`config.mk`:
```
export PLATFORM = sky130hd
export DESIGN_NAME = regfile
export DESIGN_NICKNAME = d
export VERILOG_FILES = /design/src/rtl/regfile_pkg.sv /design/src/rtl/regfile_rport.sv /design/src/rtl/regfile.sv
export SDC_FILE = /design/constraint.sdc
export NUM_CORES = 2
export LEC_CHECK = 0
export ABC_AREA = 1
export BUFFER_PORTS_ARGS = -buffer_cell sky130_fd_sc_hd__buf_2
export CORE_ASPECT_RATIO = 0.5
export CORE_MARGIN = 2
export CORE_UTILIZATION = 60
export CTS_BUF_LIST = sky130_fd_sc_hd__clkbuf_8
export CTS_CLUSTER_DIAMETER = 120
export DETAILED_ROUTE_END_ITERATION = 7
export PLACE_DENSITY_LB_ADDON = 0.2
export SLEW_MARGIN = 20
export SYNTH_ARGS = -nofsm -noshare
export SYNTH_HDL_FRONTEND = slang
export SYNTH_SLANG_ARGS = --single-unit
```
`constraint.sdc`:
```
create_clock -name clk -period 37.8 [get_ports clk]
set_input_delay 5.67 -clock clk [delete_from_list [all_inputs] [get_ports clk]]
set_output_delay 5.67 -clock clk [all_outputs]
set_load 0.1 [all_outputs]
```
`src/rtl/regfile_pkg.sv`:
```
// ============================================================================
// Module : regfile_pkg
// Brief  : Shared sizing constants for the general-purpose register file.
// Rev    : 1.0  initial release
// ============================================================================
`default_nettype none

package regfile_pkg;

    localparam int REG_DATA_W    = 32;
    localparam int REG_ADDR_W    = 5;
    localparam int REG_NUM_C     = 32;
    localparam int REG_ZERO_ADDR = 0;

endpackage : regfile_pkg

`default_nettype wire

```
`src/rtl/regfile_rport.sv`:
```
// ============================================================================
// Module : regfile_rport
// Brief  : Combinational read-port priority mux with same-cycle write bypass.
// Rev    : 1.0  initial release
// ============================================================================
`default_nettype none

module regfile_rport
    import regfile_pkg::*;
#(
    parameter int DATA_W = REG_DATA_W,
    parameter int ADDR_W = REG_ADDR_W
) (
    input  logic              rst,
    input  logic              re,
    input  logic [ADDR_W-1:0] raddr,
    input  logic              we,
    input  logic [ADDR_W-1:0] waddr,
    input  logic [DATA_W-1:0] wdata,
    input  logic [DATA_W-1:0] mem_rdata,
    output logic [DATA_W-1:0] rdata
);

    localparam logic [ADDR_W-1:0] C_ZERO_ADDR = ADDR_W'(REG_ZERO_ADDR);

    always_comb begin
        rdata = '0;
        if (rst) begin
            rdata = '0;
        end else if (raddr == C_ZERO_ADDR) begin
            // r0 reads zero even while a write to r0 is being presented
            rdata = '0;
        end else if (!re) begin
            rdata = '0;
        end else if (we && (waddr == raddr)) begin
            rdata = wdata;
        end else begin
            rdata = mem_rdata;
        end
    end

endmodule : regfile_rport

`default_nettype wire

```
`src/rtl/regfile.sv`:
```
// ============================================================================
// Module : regfile
// Brief  : 32x32 register file, two zero-latency read ports, one write port.
// Rev    : 1.0  initial release
// ============================================================================
`default_nettype none

module regfile
    import regfile_pkg::*;
#(
    parameter int DATA_W  = REG_DATA_W,
    parameter int ADDR_W  = REG_ADDR_W,
    parameter int REG_NUM = REG_NUM_C
) (
    input  logic              clk,
    input  logic              rst,
    input  logic              we,
    input  logic [ADDR_W-1:0] waddr,
    input  logic [DATA_W-1:0] wdata,
    input  logic              re1,
    input  logic [ADDR_W-1:0] raddr1,
    output logic [DATA_W-1:0] rdata1,
    input  logic              re2,
    input  logic [ADDR_W-1:0] raddr2,
    output logic [DATA_W-1:0] rdata2
);

    localparam logic [ADDR_W-1:0] C_ZERO_ADDR = ADDR_W'(REG_ZERO_ADDR);

    logic [DATA_W-1:0] r_mem [REG_NUM];
    logic [DATA_W-1:0] w_mem_rd1;
    logic [DATA_W-1:0] w_mem_rd2;

    always_ff @(posedge clk or posedge rst) begin
        if (rst) begin
            for (int i = 0; i < REG_NUM; i++) begin
                r_mem[i] <= '0;
            end
        end else if (we && (waddr != C_ZERO_ADDR)) begin
            r_mem[waddr] <= wdata;
        end
    end

    assign w_mem_rd1 = r_mem[raddr1];
    assign w_mem_rd2 = r_mem[raddr2];

    regfile_rport #(
        .DATA_W (DATA_W),
        .ADDR_W (ADDR_W)
    ) u_rport1 (
        .rst       (rst),
        .re        (re1),
        .raddr     (raddr1),
        .we        (we),
        .waddr     (waddr),
        .wdata     (wdata),
        .mem_rdata (w_mem_rd1),
        .rdata     (rdata1)
    );

    regfile_rport #(
        .DATA_W (DATA_W),
        .ADDR_W (ADDR_W)
    ) u_rport2 (
        .rst       (rst),
        .re        (re2),
        .raddr     (raddr2),
        .we        (we),
        .waddr     (waddr),
        .wdata     (wdata),
        .mem_rdata (w_mem_rd2),
        .rdata     (rdata2)
    );

endmodule : regfile

`default_nettype wire
```
==> out/qor.json <==
{
  "clock_network": {
    "clock_tree.htree_level_count": 4,
    "clkLatencyLatePin_ns": 0.88,
    "root_buffer": "clkbuf_8",
    "cts.path.max_buffers": 3,
    "post-cts-setup-buffers": 0,
    "number_of_resized_instances_in_the_post_cts_repair_step": 0,
    "numCtsBuffers": 152,
    "hold_buffers": 0,
    "cts.sink_count": 1024,
    "cts_tree": "yes",
    "clkSlewWorstSetupHoldPaths_ns": 0.06
  },
  "timing": {
    "finalHoldViolations": 0,
    "worst_clock_skew_ns": 0,
    "layout_worst_path_cycle_share": 0.419,
    "max-slew-margin-rel": 0.164,
    "setup_tns_after_final_layout_ns": 0,
    "max_freq_ghz": 0.0631,
    "final-max-slew-violation-count": 0,
    "final-setup-viol-count": 0,
    "max_slew.worst_pin.slew_ns": 1.25,
    "rsz0062_at_grt": "false",
    "finalWorstPathRequiredPeriod_ns": 15.84
  },
  "placed_design": {
    "detailedPlacementHpwl_mm": 118,
    "postPlaceCellArea_sq_um": 59700,
    "gp_routability_congestion": 0.891,
    "port-buffer-count": 115
  },
  "power_and_ir_drop": {
    "ir_drop_mv": 0.0428,
    "share_comb_of_total_power": 0.228,
    "pwr-share-seq": 0.461,
    "power.switching_mw": 1.07,
    "power.switching_fraction": 0.347,
    "leakagePower_nw": 31.8,
    "pd_cells_nw_per_um2": 49.0,
    "cell_internal_pwr_mw": 2.02,
    "clkPwrFrac": 0.312
  },
  "floorplanning": {
    "core_area_sq_um": 97800,
    "chipWidth_um": 449,
    "initial_core_utilization": 0.606,
    "floorplan.io_pins": 116,
    "die_y_um": 226,
    "design.die.area_sq_um": 102000,
    "floorplan.rows": 81
  },
  "yosys": {
    "synth.net_count": 9209,
    "synthesis.instances": 9157,
    "yosys_warnings": 0,
    "syn_area_per_cell_sq_um": 6.48,
    "synth.yosys.seq_area_share": 0.432,
    "post_synth_num_cell_types": 22,
    "synth-seq-cells": 1024,
    "syn_area_sq_um": 59300
  },
  "grt": {
    "number_of_global_route_vias_before_repair": 55200,
    "grt_overflow_total": 0,
    "grt_antenna_before_repair": 19,
    "grt_first_pass_wirelength_mm": 336,
    "grt_start_max_net_pins": 210,
    "grt_usage": 0.435
  },
  "layout": {
    "reg_top3": "r_mem x1024",
    "largest_register_ffs": 1024,
    "number_of_nets_at_the_end_of_the_flow": 8860,
    "drive_gt1_frac": 0.0546,
    "final_cell_area_sq_um": 62900,
    "area_growth_pct": 6.12,
    "top_register": "r_mem"
  },
  "critical_path": {
    "cp-startpoint": "raddr2[0]",
    "path_class": "input pin to output port",
    "setup.worst_path.start_class": "input pin",
    "timing.critical_path.fanout_max": 120,
    "element_type_at_the_critical_path_end": "output port",
    "required_ns": 32.13,
    "worst-endpoint-arrival_ns": 10.17,
    "critical_path.reg2reg.startpoint": "r_mem[240]$_DFFE_PP0P_"
  },
  "flow_run": {
    "maxCapViolCount": 0
  },
  "routing": {
    "met3RoutedLength_mm": 35.5,
    "ant_nets": 0,
    "met1Wirelength_mm": 84.4,
    "wl_mm": 222,
    "route.vias.total": 61200,
    "drt-wirelength-per-cell_um": 21.7,
    "drt_first_iter_violations": 10000,
    "firstDrtPassIters": 7,
    "wl_met2_mm": 88.6,
    "top_layer_used_by_detailed_routing": "met5",
    "drc_errors": 0,
    "post_drt_via_cell_ratio": 5.97
  },
  "outcome": {
    "status": "completed"
  },
  "hold_path": {
    "hp-class": "flip-flop to flip-flop",
    "holdCritStartpoint": "r_mem[1012]$_DFFE_PP0P_"
  }
}
==> path summary, 6_finish.rpt <==
check	slack, ns	cells after the start	to
worst max-delay path	21.96	13	rdata2[27]
worst min-delay path	0.40	0	r_mem[1012]$_DFFE_PP0P_
worst max register to register	37.00	2	r_mem[240]$_DFFE_PP0P_
worst min register to register	0.40	0	r_mem[1012]$_DFFE_PP0P_
max in group asynchronous	27.70	8	r_mem[698]$_DFFE_PP0P_
min in group asynchronous	4.89	2	r_mem[134]$_DFFE_PP0P_
==> routing by layer <==
| layer | track usage | vias up |
|---|---|---|
| met3 | 0.143 | 883 |
| met5 | 0 | - |
| li1 | - | 27900 |
| met2 | 0.614 | 4540 |
| met4 | 0.249 | 14 |
| met1 | 0.586 | 27900 |
==> power groups by stage <==
stage	registers (mW)	clock network, mW	logic [mW]
after detailed placement	1.43	0	0.682
final	1.42	0.962	0.703
after global placement	1.43	0	0.665
after floorplan	1.41	0	0.523
after global routing	1.44	1.01	0.797
after CTS	1.41	0.962	0.685
==> layout by cell type, fill, tap and decap left out, types with 13 or more instances in the layout <==
cell type  Yosys  final
nand2_1     3638   3615
nand3_1     1157   1155
dfrtp_1     1024   1024
o21ai_0     1011   1011
nor2_1       779    775
inv_1        685    723
clkbuf_8       0    198
buf_2        115    107
buf_4          3     86
a21oi_1       64     64
o21ai_1       49     49
nand2_2        3     13
nand2_4        0     13
==> cell usage after synthesis, drive strengths merged <==
cell    count  share of area
o22ai       8        0.00084
nand2    3641           0.23
a21oi      64         0.0054
clkbuf    548          0.035
clkinv      3        0.00019
dfrtp    1024           0.43
nand4       2        0.00021
nor3       10         0.0018
buf       161          0.013
inv       695          0.044
nand3    1157          0.098
nor2      783          0.050
o21ai    1060          0.089
nor4        1        0.00036
==> critical path, stage by stage <==
cell	delay, ns
buf_8	0.19
inv_8	0.67
buf_4	0.85
buf_4	0.79
nand2_1	0.10
nand3_1	0.10
nand2_1	0.06
nor2_1	0.10
nand2_1	0.06
nand3_1	0.12
nand2_1	0.17
a21oi_1	0.62
buf_2	0.56
==> cell type report <==
cell class,instances,area (sq um)
flip-flops and latches,1024,25600
fillers,9028,34900
clock buffers,198,2730
inverters,698,2660
diodes,9,22.5
multi-input cells,6726,28400
clock inverters,63,395
well taps,1328,1660
repair buffers,206,1410
==> metrics by stage <==
stage | util | power (mW) | cells | hold WS (ns) | worst slack, ns
floorplan | - | 1.93 | 9157 | 0.451 | 2.68
global placement | 0.611 | 2.09 | 9980 | 0.388 | 22.31
detailed placement | 0.611 | 2.11 | 9980 | 0.388 | 22.31
CTS | 0.643 | 3.06 | 10200 | 0.402 | 22.31
global route | 0.643 | 3.25 | 10200 | 0.412 | 21.93
finish | 0.643 | 3.09 | 10300 | 0.399 | 21.96
==> cells by family (layout without fill, tap and decap cells) <==
| group | count (synthesis) | after routing | share of synthesized area |
|---|---|---|---|
| buffers and inverters | 1407 | 1165 | 0.0917 |
| and+or+nand+nor | 5594 | 5594 | 0.380 |
| DFF | 1024 | 1024 | 0.432 |
| AOI/OAI and AO/OA | 1132 | 1132 | 0.0957 |
| other | 0 | 9 | 0 |
Power figures use the tool's default switching activity.
